--- config.mk ---
export PLATFORM = sky130hd
export DESIGN_NAME = iter_mul_radix4
export DESIGN_NICKNAME = d
export VERILOG_FILES = /design/src/rtl/iter_mul_radix4.sv
export SDC_FILE = /design/constraint.sdc
export NUM_CORES = 1
export LEC_CHECK = 0
export ABC_CLOCK_PERIOD_IN_PS = 9400
export BUFFER_PORTS_ARGS = -buffer_cell sky130_fd_sc_hd__buf_4
export CORE_ASPECT_RATIO = 0.8
export CORE_MARGIN = 2
export CORE_UTILIZATION = 50
export DETAILED_ROUTE_END_ITERATION = 8
export PLACE_DENSITY_LB_ADDON = 0.05
export SYNTH_ARGS = -nofsm -noshare
export SYNTH_HDL_FRONTEND = slang
export SYNTH_SLANG_ARGS = --single-unit
--- constraint.sdc ---
create_clock -name clk -period 9.4 [get_ports clk]
set_input_delay 1.41 -clock clk [delete_from_list [all_inputs] [get_ports clk]]
set_output_delay 1.41 -clock clk [all_outputs]
set_load 0.01 [all_outputs]
--- src/rtl/iter_mul_radix4.sv ---
// Iterative unsigned WIDTH x WIDTH multiplier: one radix-4 multiplier digit per cycle, exact or truncated.
// Latency: 1..WIDTH/2 steps after accept; result held in DONE until out_ready.
module iter_mul_radix4 #(
  parameter int WIDTH      = 8,
  parameter int APPROX_LSB = 4,
  parameter int EARLY_TERM = 1
) (
  input  logic                 clk,
  input  logic                 rst_n,
  input  logic                 in_valid,
  output logic                 in_ready,
  input  logic [WIDTH-1:0]     in_a,
  input  logic [WIDTH-1:0]     in_b,
  input  logic                 in_approx,
  output logic                 out_valid,
  input  logic                 out_ready,
  output logic [2*WIDTH-1:0]   out_p,
  output logic                 out_approx,
  output logic                 busy
);

  localparam int PW = 2 * WIDTH;
  localparam int CW = (WIDTH / 2 > 1) ? $clog2(WIDTH / 2) : 1;
  localparam logic [CW-1:0] LAST = CW'(WIDTH / 2 - 1);
  localparam logic [PW-1:0] MASK = {PW{1'b1}} << APPROX_LSB;

  typedef enum logic [1:0] {IDLE, BUSY, DONE} state_t;

  state_t            state, state_nxt;
  logic [WIDTH-1:0]  a_r, b_r;
  logic              mode_r;
  logic [PW-1:0]     acc, pp;
  logic [CW-1:0]     cnt;
  logic              last_step;

  // Partial product of the current digit, shifted to weight 4^cnt and optionally truncated.
  always_comb begin
    pp = PW'(a_r) * PW'(b_r[1:0]);
    pp = pp << {cnt, 1'b0};
    if (mode_r) pp = pp & MASK;
    last_step = (cnt == LAST) || ((EARLY_TERM != 0) && (b_r[WIDTH-1:2] == '0));
  end

  always_ff @(posedge clk or negedge rst_n) begin
    if (!rst_n) state <= IDLE;
    else        state <= state_nxt;
  end

  always_comb begin
    state_nxt = state;
    case (state)
      IDLE:    if (in_valid)  state_nxt = BUSY;
      BUSY:    if (last_step) state_nxt = DONE;
      DONE:    if (out_ready) state_nxt = IDLE;
      default: state_nxt = IDLE;
    endcase
  end

  always_ff @(posedge clk or negedge rst_n) begin
    if (!rst_n) begin
      a_r    <= '0;
      b_r    <= '0;
      mode_r <= 1'b0;
      acc    <= '0;
      cnt    <= '0;
    end else begin
      case (state)
        IDLE: if (in_valid) begin
          a_r    <= in_a;
          b_r    <= in_b;
          mode_r <= in_approx;
          acc    <= '0;
          cnt    <= '0;
        end
        BUSY: begin
          acc <= acc + pp;
          b_r <= b_r >> 2;
          cnt <= cnt + CW'(1);
        end
        default: ;
      endcase
    end
  end

  assign in_ready   = (state == IDLE);
  assign busy       = (state == BUSY);
  assign out_valid  = (state == DONE);
  assign out_p      = acc;
  assign out_approx = mode_r;

endmodule

# After elaboration in Yosys (flattened, before gate mapping)
# Cells that the tools add are included.
dict set report op_classes {
  add_sub_neg 2
  n_mul 1
  n_eq_ne 6
  shifts 1
  muxes 11
  n_reduce_logical 7
}
# operator n
set op_table {}
lappend op_table {{16-bit case mux with 2 select lines} 1}
lappend op_table {{16-bit adder} 1}
lappend op_table {{16-bit two-way mux} 1}
lappend op_table {{8-bit case mux with 2 select lines} 1}
lappend op_table {{10-bit by 3-bit << shifter with 16-bit output} 1}
lappend op_table {{8-bit by 2-bit multiplier with 10-bit output} 1}
lappend op_table {{2-bit two-way mux} 4}
lappend op_table {{8-bit two-way mux} 1}
lappend op_table {{6-bit zero test} 1}
lappend op_table {{2-bit case mux with 3 select lines} 1}
lappend op_table {{2-bit == test (second input constant)} 2}
lappend op_table {{4-bit two-way mux} 1}
lappend op_table {{2-bit by 1-bit inequality test with 1-bit output (second input constant)} 2}
lappend op_table {{2-bit case mux with 2 select lines} 1}
lappend op_table {{2-bit AND reduction} 2}
lappend op_table {{3-bit AND reduction} 1}
lappend op_table {{2-bit by 1-bit adder with 2-bit output (second input constant)} 1}
lappend op_table {{2-bit by 1-bit == test with 1-bit output (second input constant)} 1}
lappend op_table {{2-bit zero test} 1}
lappend op_table {{2-bit inequality test (second input constant)} 1}
lappend op_table {{2-bit nonzero test} 1}
lappend op_table {{1-bit logical OR} 1}
dict set report totals {
  regBits 37
  in_bits 21
  out_inout_bits 20
  word_cells 34
}

# Depth between registers and ports, before layout
# Gate-level depths: netlist of run 1.
dict set report logic_depth {
  ltp_word 5
  mapped_depth 18
  ltp_nobuf 17
}

# Least setup slack after synthesis of run 1
# OpenSTA, ideal clock, no wires.
dict set report synth_timing {
  kind {register to register}
  startpoint {reg b_r[1]}
  endpoint {reg acc[14], in the netlist out_p[14]}
  setup_time_ns 0.120
  t_arrival_ns 3.619
  t_required_ns 9.280
  path_slack_ns 5.661
  stages_incl_launch_ff 19
  n_path_buf 1
  synth_period_minus_slack_ns 3.739
  cell_sequence {dfrtp_1 -> clkbuf_1 -> and2_1 -> ha_1 -> inv_1 -> fa_1 -> nand2b_2 -> a21oi_4 -> o21a_1 -> or3_1 -> o21ai_1 -> mux2i_1 -> ha_1 -> a2111oi_0 -> o21ai_1 -> nand3_1 -> a21oi_1 -> or3_1 -> a31o_1}
}
dict set report synth_via {
  elab_chain_len 5
}
# element line_no
set synth_lines {}
lappend synth_lines {{from (decl)} 30} ;# logic [WIDTH-1:0] a_r, b_r;
lappend synth_lines {{from (signal assigned)} 70} ;# b_r <= in_b;
lappend synth_lines {{from (signal assigned)} 77} ;# b_r <= b_r >> 2;
lappend synth_lines {{8-bit by 2-bit multiplier with 10-bit output (*)} 38} ;# pp = PW'(a_r) * PW'(b_r[1:0]);
lappend synth_lines {{10-bit by 3-bit << shifter with 16-bit output (*)} 39} ;# pp = pp << {cnt, 1'b0};
lappend synth_lines {{4-bit two-way mux} 40} ;# if (mode_r) pp = pp & MASK;
lappend synth_lines {{16-bit adder (*)} 76} ;# acc <= acc + pp;
lappend synth_lines {{16-bit case mux with 2 select lines (*)} 67} ;# case (state)
lappend synth_lines {{to (signal assigned)} 76}
lappend synth_lines {{to (decl)} 32} ;# logic [PW-1:0] acc, pp;
# Mark *: on every way between the ends. The rest lies on a longest branch, timed or not.
# A chain may end at the register's enable or synchronous reset.

# Worst setup path after layout of run 1
# Ends and elaborated chain as after synthesis.

==> results of run 1 <==
==> registers in the layout (all words and copies together) (netlist names) <==
| register | flops |
|---|---|
| out_p | 16 |
| a_r | 8 |
| b_r | 8 |
| cnt | 2 |
| state | 2 |
| out_approx | 1 |
==> synthesized netlist by cell type (6+ instances only) <==
cell / instances / share of area
dfrtp_1: 37 / 0.32
nand2_1: 30 / 0.038
o21ai_0: 28 / 0.048
ha_1: 24 / 0.10
nand3_1: 22 / 0.038
a21oi_1: 19 / 0.032
nor2_1: 16 / 0.020
and2_1: 13 / 0.028
inv_1: 11 / 0.014
mux2_2: 11 / 0.042
mux2i_1: 10 / 0.034
clkbuf_1: 9 / 0.012
o21ai_1: 8 / 0.014
xor2_1: 8 / 0.024
a21o_1: 7 / 0.018
xnor2_1: 6 / 0.018
==> routing by layer <==
metal	up-vias	share of wire	global-route usage
met1	1250	0.49	0.348
met4	0	0.010	0.0680
met3	7	0.071	0.0466
met5	-	0	0
li1	1277	-	-
met2	97	0.43	0.346
==> metrics by stage <==
| stage | instances | instance area [um^2] |
|---|---|---|
| 2_1_floorplan | 333 | 2930 |
| 3_3_place_gp | 437 | 3260 |
| 3_5_place_dp | 437 | 3260 |
| 4_1_cts | 445 | 3370 |
| 5_1_grt | 445 | 3370 |
| 6_report | 445 | 3370 |
==> cells by family after synthesis <==
group,Yosys count,share of synthesized area
fa+ha+maj,26,0.116
compound gates,104,0.232
mux,21,0.0763
xor+xnor,14,0.0418
simple gates,103,0.172
buf+inv,28,0.0465
flops,37,0.316
==> power breakdown <==
group          switching [mW]  internal [mW]  leakage [nW]  total (mW)
logic                   0.414          0.309          1.07       0.723
clock network          0.0639         0.0797        0.0554       0.144
registers              0.0831          0.228         0.471       0.311
==> critical path: cells and delay by family (launching register included) <==
| family | cells | cell delay [ps] |
|---|---|---|
| AND/OR/NAND/NOR | 4 | 860 |
| AO/OA/AOI/OAI | 8 | 1500 |
| buffers and inverters | 1 | 60 |
| multiplexers | 1 | 210 |
| flip-flops | 1 | 560 |
| adder cells (fa/ha/maj) | 3 | 870 |
==> worst max path at each step <==
stage / start / cells after the start / endpoint / slack [ps]
CTS: b_r[1] / 17 / out_p[14] / 5300
detailed placement: b_r[1] / 17 / out_p[14] / 5310
global placement: b_r[1] / 17 / out_p[14] / 5510
global route: b_r[1] / 17 / out_p[14] / 4860
finish: b_r[1] / 17 / out_p[14] / 5260
floorplan: b_r[1] / 18 / out_p[14] / 5660
==> layout make-up <==
class / count / area, um^2 / share of cell area
clock buffer: 6 / 72.6 / 0.0216
clock inverter: 2 / 38.8 / 0.0115
inverter: 12 / 45.0 / 0.0134
multi-input combinational: 268 / 1870 / 0.556
sequential: 37 / 926 / 0.275
tap: 78 / 97.6 / 0.0290
timing repair buffer: 42 / 315 / 0.0936
==> flow_summary_export.csv, run 1 <==
group,metric,value,unit
cts,cts-resized-gates,0,
timing,tns,0,ps
timing,timing.final.crit_period,4140,ps
placed_design,dpl_worst_slack,5310,ps
detailed_routing,drtIter0Drc,170,
worst_setup_path,reg2reg_from,"b_r[1]",
cells_and_area,fill_cells,495,
detailed_routing,ant_nets,0,
worst_setup_path,start_kind,"flip-flop",
min_path,hold_path_class,"flip-flop to flip-flop",
timing,maxSlewHeadroom,0.571,
cells_and_area,final_util,0.606,
synth,synth-seq-cells,37,
timing,final-hold-violation-count,0,
cts,cts_tree,"yes",
floorplanning,dieArea,0.00650,mm^2
detailed_routing,drt_first_pass_iters,4,
power_and_ir_drop,ir_drop,199,uV
synth,yosys_warnings,0,
min_path,hold_path.startpoint,"b_r[4]",
synth,synth_async_sr_flop_share,1.00,
worst_setup_path,slowest_delay,560,ps
floorplanning,coreArea,0.00556,mm^2
placed_design,place.gp.congestion,0.940,
worst_setup_path,end_kind,"flip-flop",
timing,finClkSkew,7.41,ps
worst_setup_path,reg2reg_depth,17,
global_routing,grt_pass1_wl,11900,um
cts,cts_made_buffers,5,
cts,insertion_delay,300,ps
timing,setup_violations,0,
timing,max_freq,241,MHz
timing,max_slew.worst_pin.slew,643,ps
synth,synth_area_per_cell,8.81,um^2
floorplanning,io_pins,41,
synth,syn_area,0.00293,mm^2
power_and_ir_drop,power.leakage,1.60,nW
floorplanning,dieWidth,89.6,um
power_and_ir_drop,power.density,350,mW/mm^2
timing,fin_ws,5260,ps
timing,finalCritPeriodShare,0.441,
min_path,min_to,"b_r[2]",
cells_and_area,num_antenna_cells,0,
run,cap_violations,0,
cells_and_area,final_common_cell,"buf_4",
worst_setup_path,worstReg2RegEnd,"out_p[14]",
cts,post_cts_buffers,0,
power_and_ir_drop,power,1.18,mW
placed_design,port_buffers,40,
cts,clkSlewWorstSetupHoldPaths,80,ps
synth,ys_seq_area_frac,0.316,
cells_and_area,drive_above_1_share,0.180,
cells_and_area,final_nets,413,
synth,synthCells,333,
cells_and_area,syn_to_final_growth,14.8,%
worst_setup_path,crit_path_top_delay_cell,"dfrtp_1",
global_routing,grt_max_degree,39,
cts,cts_buffer_depth,2,
synth,synth_edf_count,0,
worst_setup_path,ff2ff_setup_slack,5260,ps
global_routing,grt_pass1_vias,2487,
floorplanning,rows,24,
detailed_routing,wl_per_cell,15.7,um
global_routing,grt_use_total,0.235,
worst_setup_path,path_class,"flip-flop to flip-flop",
cts,root_buffer,"clkbuf_8",
detailed_routing,drt-total-wl,6970,um
min_path,hold_depth,2,
cts,hold_buffers,0,
synth,postSynthNetCount,380,
timing,whs,516,ps
worst_setup_path,arrival,4330,ps
floorplanning,die_h,72.5,um
synth,synth_cell_types,52,
synth,ys.flop_type,"dfrtp_1",
placed_design,hpwl,5050,um
worst_setup_path,cp_cell_sequence,"and2_1, ha_1, inv_1, fa_1, and2b_2, o21ai_0, a21oi_1, a2bb2oi_1, o21ai_1, mux2i_1, ha_1, a2111oi_0, o21ai_1, nand3_1, a21oi_1, or3_1, a31o_1",
global_routing,antenna_found_initial,0,
global_routing,gr-total-overflow,0,
worst_setup_path,crit_fanout,11,
detailed_routing,via_per_inst,5.91,
cts,clock_sinks,37,
floorplanning,initial_core_util,0.528,
worst_setup_path,critPathRequiredTime,9590,ps
cells_and_area,final_cell_mix,"buf_4 (42), dfrtp_1 (37), nand2_1 (30)",
detailed_routing,vias,2631,
timing,rsz0062_at_grt,"false",
cts,ctsHtreeMaxLevel,2,
detailed_routing,drc,0,
run_status,status,"finished, final reports clean",
timing,drv_slew,0,
(Power assumes the default switching activity.)
==> run 2: changes to the inputs <==
--- a/config.mk
+++ b/config.mk
@@ -5,7 +5,7 @@
 export SDC_FILE = /design/constraint.sdc
 export NUM_CORES = 1
 export LEC_CHECK = 0
-export ABC_CLOCK_PERIOD_IN_PS = 9400
+export ABC_CLOCK_PERIOD_IN_PS = 3600
 export BUFFER_PORTS_ARGS = -buffer_cell sky130_fd_sc_hd__buf_4
 export CORE_ASPECT_RATIO = 0.8
 export CORE_MARGIN = 2
==> constraint.sdc (replaced) <==
create_clock -name clk -period 3.6 [get_ports clk]
set_input_delay 0.54 -clock clk [delete_from_list [all_inputs] [get_ports clk]]
set_output_delay 0.54 -clock clk [all_outputs]
set_load 0.01 [all_outputs]
==> flow_summary_export.csv, run 2 (synthesis gave the netlist of run 1 again) <==
group,metric,value,unit
run_status,status,"finished with violations",
run_status,violations,"negative setup slack",
timing,final-hold-violation-count,0,
worst_setup_path,reg2reg_from,"b_r[1]",
timing,finalCritPeriodShare,1.01,
cts,ctsHtreeMaxLevel,2,
cells_and_area,fill_cells,436,
cts,hold_buffers,0,
global_routing,grt_pass1_wl,12600,um
timing,drv_slew,0,
worst_setup_path,ff2ff_setup_slack,-40,ps
power_and_ir_drop,ir_drop,556,uV
power_and_ir_drop,power.leakage,1.91,nW
power_and_ir_drop,power.density,1000,mW/mm^2
floorplanning,dieArea,0.00650,mm^2
detailed_routing,drt_first_pass_iters,5,
cts,clock_sinks,37,
timing,maxSlewHeadroom,0.278,
detailed_routing,drc,0,
worst_setup_path,crit_fanout,6,
placed_design,place.gp.congestion,0.989,
cells_and_area,final_nets,467,
floorplanning,coreArea,0.00556,mm^2
worst_setup_path,crit_family,"compound AO/OA/AOI/OAI gates",
cts,root_buffer,"clkbuf_8",
cells_and_area,num_antenna_cells,0,
global_routing,antenna_found_initial,0,
placed_design,dpl_worst_slack,-243,ps
global_routing,grt_pass1_vias,2701,
cells_and_area,syn_to_final_growth,38.7,%
global_routing,grt_max_degree,38,
cts,clkSlewWorstSetupHoldPaths,90,ps
run,cap_violations,0,
timing,tns,-41.8,ps
placed_design,port_buffers,40,
cells_and_area,final_area,0.00407,mm^2
floorplanning,dieWidth,89.6,um
detailed_routing,drtIter0Drc,141,
floorplanning,die_h,72.5,um
cells_and_area,final_util,0.732,
detailed_routing,wl_per_cell,16.1,um
worst_setup_path,slowest_delay,450,ps
placed_design,dp.cells,479,
global_routing,gr-total-overflow,0,
timing,timing.final.crit_period,3640,ps
timing,finClkSkew,8.77,ps
cts,cts_tree,"yes",
worst_setup_path,arrival,3840,ps
worst_setup_path,path_class,"flip-flop to flip-flop",
timing,fin_ws,-41.8,ps
power_and_ir_drop,power,4.07,mW
worst_setup_path,cpMostUsedCell,"a21o_1",
timing,max_freq,275,MHz
timing,rsz0062_at_grt,"true",
placed_design,hpwl,5530,um
cts,insertion_delay,300,ps
worst_setup_path,end_kind,"flip-flop",
cells_and_area,final_cell_mix,"buf_4 (93), dfrtp_1 (36), nand2_1 (28)",
worst_setup_path,critPathRequiredTime,3800,ps
detailed_routing,ant_nets,0,
floorplanning,rows,24,
worst_setup_path,start_kind,"flip-flop",
detailed_routing,vias,2920,
timing,whs,203,ps
timing,setup_violations,1,
worst_setup_path,worstReg2RegEnd,"out_p[14]",
worst_setup_path,reg2reg_depth,17,
detailed_routing,drt-total-wl,8050,um
cells_and_area,drive_above_1_share,0.409,
global_routing,grt_use_total,0.248,
cells_and_area,final_common_cell,"buf_4",
worst_setup_path,cp_cell_sequence,"and2_4, ha_4, inv_2, fa_2, nand2b_4, a21oi_4, o21a_1, or3_4, a31oi_2, a21oi_2, ha_1, a21o_1, a21o_1, a31oi_1, a21oi_1, or3_1, a31o_1",
cts,cts_buffer_depth,2,
cts,cts_made_buffers,5,
floorplanning,io_pins,41,
detailed_routing,via_per_inst,5.85,
min_path,hold_path_class,"input port to async pin",
worst_setup_path,worstPathBufferInverterCount,1,
timing,max_slew.worst_pin.slew,1080,ps
placed_design,place_area,0.00358,mm^2
cells_and_area,largest_register_ff_count,16,
floorplanning,initial_core_util,0.528,
cells_and_area,layout.cells.non_filler,499,
worst_setup_path,crit_path_top_delay_cell,"dfrtp_2",
[run 2: cell count changes in the layout (fill, tap and decap cells not counted), moves of 3 or more]
| cell | previous run | this run |
|---|---|---|
| buf_4 | 42 | 93 |
| o21ai_0 | 28 | 20 |
| and2_1 | 13 | 10 |
| and2_4 | 0 | 3 |
| buf_6 | 0 | 3 |
| a21oi_1 | 19 | 11 |
| ha_4 | 0 | 5 |
| ha_1 | 24 | 13 |
| ha_2 | 0 | 6 |
| o21ai_2 | 0 | 5 |
| a21oi_2 | 1 | 9 |
[run 2: area by class of cell]
type | instances | area [um^2] | area share
Multi-Input combinational cell | 268 | 2170 | 0.534
Timing Repair Buffer | 96 | 732 | 0.180
Tap cell | 78 | 97.6 | 0.0240
Clock inverter | 3 | 25.0 | 0.00615
Sequential cell | 37 | 927 | 0.228
Inverter | 12 | 45.0 | 0.0111
Clock buffer | 5 | 68.8 | 0.0169
[run 2: worst register-to-register path: stages, from the launching register on]
cell	delay (ps)
dfrtp_2	450
and2_4	160
ha_4	150
inv_2	50
fa_2	200
nand2b_4	130
a21oi_4	60
o21a_1	180
or3_4	350
a31oi_2	220
a21oi_2	80
ha_1	350
a21o_1	170
a21o_1	190
a31oi_1	160
a21oi_1	110
or3_1	320
a31o_1	210
[run 2: report_power, final]
part	internal, mW	total (mW)	switching (mW)
clock	0.140	0.317	0.177
combinational	1.50	2.98	1.48
sequential	0.596	0.774	0.177
[run 2: what timing repair did]
action,CTS,global route
pin swaps,13,30
endpoints found under the setup margin,5,9
gates resized for setup,24,48
gates cloned,0,0
buffers inserted,7,7
[run 2: how the worst max path moves through the flow]
stage / start / to / cells after the start
after floorplan: b_r[1] / out_p[14] / 18
after global placement: b_r[0] / out_p[14] / 17
after detailed placement: b_r[0] / out_p[14] / 17
after CTS: b_r[1] / out_p[14] / 17
after global routing: b_r[1] / out_p[14] / 17
final: b_r[1] / out_p[14] / 17
[run 2: routing by layer]
| layer | share of wire | vias up | track usage |
|---|---|---|---|
| li1 | - | 1390 | - |
| met1 | 0.46 | 1418 | 0.352 |
| met2 | 0.47 | 97 | 0.395 |
| met3 | 0.056 | 15 | 0.0398 |
| met4 | 0.014 | 0 | 0.0614 |
| met5 | 0 | - | 0 |
==> run 3: changes to the inputs <==
--- a/config.mk
+++ b/config.mk
@@ -5,7 +5,6 @@
 export SDC_FILE = /design/constraint.sdc
 export NUM_CORES = 1
 export LEC_CHECK = 0
-export ABC_CLOCK_PERIOD_IN_PS = 3600
 export BUFFER_PORTS_ARGS = -buffer_cell sky130_fd_sc_hd__buf_4
 export CORE_ASPECT_RATIO = 0.8
 export CORE_MARGIN = 2
@@ -15,3 +14,4 @@
 export SYNTH_ARGS = -nofsm -noshare
 export SYNTH_HDL_FRONTEND = slang
 export SYNTH_SLANG_ARGS = --single-unit
+export TNS_END_PERCENT = 5
==> flow_summary_export.csv, run 3 (synthesis gave the netlist of run 1 again) <==
group,metric,value,unit
run_status,status,"finished with violations",
run_status,violations,"negative setup slack",
timing,timing.final.crit_period,3730,ps
cells_and_area,final_util,0.710,
cts,clkSlewWorstSetupHoldPaths,90,ps
cts,cts_made_buffers,5,
worst_setup_path,crit_fanout,6,
detailed_routing,drt_first_pass_iters,4,
cells_and_area,largest_register_ff_count,16,
worst_setup_path,start_kind,"flip-flop",
detailed_routing,drt-total-wl,7670,um
worst_setup_path,worstPathBufferInverterCount,4,
detailed_routing,highest_layer,"met4",
worst_setup_path,crit_family,"compound AO/OA/AOI/OAI gates",
floorplanning,coreArea,0.00556,mm^2
power_and_ir_drop,intPower,2.12,mW
floorplanning,rows,24,
global_routing,antenna_found_initial,0,
global_routing,grt_pass1_vias,2648,
timing,tns,-292,ps
cells_and_area,final_common_cell,"buf_4",
global_routing,grt_use_total,0.239,
timing,finalCritPeriodShare,1.04,
power_and_ir_drop,pwr-share-clk,0.082,
worst_setup_path,cpMostUsedCell,"buf_4",
placed_design,place_area,0.00358,mm^2
floorplanning,initial_core_util,0.528,
timing,maxSlewHeadroom,0.290,
cells_and_area,drive_above_1_share,0.368,
cts,insertion_delay,300,ps
cells_and_area,final_nets,465,
worst_setup_path,cp_cell_sequence,"and2_4, ha_4, inv_2, fa_2, nand2b_4, a21oi_4, o21a_1, or3_4, o21ai_2, mux2i_1, buf_4, buf_4, ha_4, o21a_1, buf_4, o211ai_1, a21oi_2, mux2_4, o211ai_2",
run,cap_violations,0,
floorplanning,dieArea,0.00650,mm^2
placed_design,dpl_worst_slack,-243,ps
timing,whs,202,ps
cts,cts_tree,"yes",
worst_setup_path,path_class,"flip-flop to flip-flop",
timing,fin_ws,-128,ps
power_and_ir_drop,ir_drop,567,uV
floorplanning,die_h,72.5,um
detailed_routing,met1_length,3730,um
detailed_routing,drtIter0Drc,181,
global_routing,grt_max_degree,38,
worst_setup_path,critPathRequiredTime,3830,ps
timing,finClkSkew,11.0,ps
worst_setup_path,end_kind,"flip-flop",
timing,rsz0062_at_grt,"true",
power_and_ir_drop,switching_power,1.75,mW
cells_and_area,multi_input_area,0.00208,mm^2
cells_and_area,layout.cells.non_filler,497,
worst_setup_path,crit_path_top_delay_cell,"dfrtp_2",
min_path,hold_path_class,"input port to async pin",
placed_design,dp.cells,479,
cts,clock_sinks,37,
floorplanning,io_pins,41,
cells_and_area,syn_to_final_growth,34.5,%
detailed_routing,met3_wirelength,375,um
timing,setup_violations,4,
timing,drv_slew,0,
placed_design,hpwl,5530,um
detailed_routing,ant_nets,0,
global_routing,grt_pass1_wl,12200,um
cells_and_area,final_cell_mix,"buf_4 (94), dfrtp_1 (36), nand2_1 (29)",
floorplanning,dieWidth,89.6,um
cells_and_area,regArea,927,um^2
cells_and_area,num_antenna_cells,0,
worst_setup_path,slowest_delay,450,ps
timing,max_slew.worst_pin.slew,1060,ps
power_and_ir_drop,switching_share,0.453,
power_and_ir_drop,p_seq_frac,0.199,
power_and_ir_drop,power,3.87,mW
placed_design,port_buffers,40,
detailed_routing,dr_wl_met2,3490,um
power_and_ir_drop,power.leakage,1.87,nW
power_and_ir_drop,power.density,981,mW/mm^2
detailed_routing,via_per_inst,5.64,
cells_and_area,fill_cells,454,
placed_design,place.gp.congestion,0.989,
global_routing,gr-total-overflow,0,
timing,max_freq,268,MHz
cells_and_area,final_area,0.00395,mm^2
timing,final-hold-violation-count,0,
worst_setup_path,arrival,3960,ps
cts,ctsHtreeMaxLevel,2,
detailed_routing,vias,2805,
detailed_routing,drc,0,
cts,cts_buffer_depth,2,
power_and_ir_drop,comb_power_share,0.719,
cts,root_buffer,"clkbuf_8",
detailed_routing,wl_per_cell,15.4,um
## run 3: cell types whose count changed in the layout (fill, tap and decap cells not counted), sizes merged
cell  before  now
buf       96   94
## run 3: layout make-up
class,instances,share of cell area
clock buffers,5,0.0174
clock inverters,3,0.00634
inverters,12,0.0114
multi-input cells,268,0.526
flip-flops and latches,37,0.235
well taps,78,0.0247
repair buffers,94,0.179
## run 3: power groups by stage
| stage | combinational [mW] | clock, mW | sequential, mW |
|---|---|---|---|
| 5_1_grt | 3.04 | 0.337 | 0.803 |
| 4_1_cts | 2.40 | 0.319 | 0.763 |
| 6_report | 2.79 | 0.316 | 0.771 |
| 3_5_place_dp | 2.32 | 0 | 0.776 |
| 3_3_place_gp | 2.30 | 0 | 0.767 |
| 2_1_floorplan | 1.48 | 0 | 0.753 |
## run 3: what timing repair did
item / CTS / global route
buffers inserted: 2 / 8
endpoints found under the setup margin: 5 / 10
hold buffers: 0 / 0
resized for setup: 6 / 41
pin swaps: 2 / 20
## run 3: worst paths after layout
kind	from	end	slack [ps]	depth (start not counted)
hold / removal	rst_n	a_r[1]	200	1
setup / recovery	b_r[1]	out_p[15]	-130	19
hold reg to reg	b_r[2]	b_r[0]	520	2
min in group clk	in_a[1]	a_r[1]	460	2
setup reg to reg	b_r[1]	out_p[15]	-130	19
max in group asynchronous	rst_n	b_r[1]	3040	1
## run 3: per-layer routing
layer | vias up | global-route usage
met2 | 66 | 0.366
met3 | 8 | 0.0398
met1 | 1352 | 0.349
met4 | 0 | 0.0630
li1 | 1379 | -
met5 | - | 0
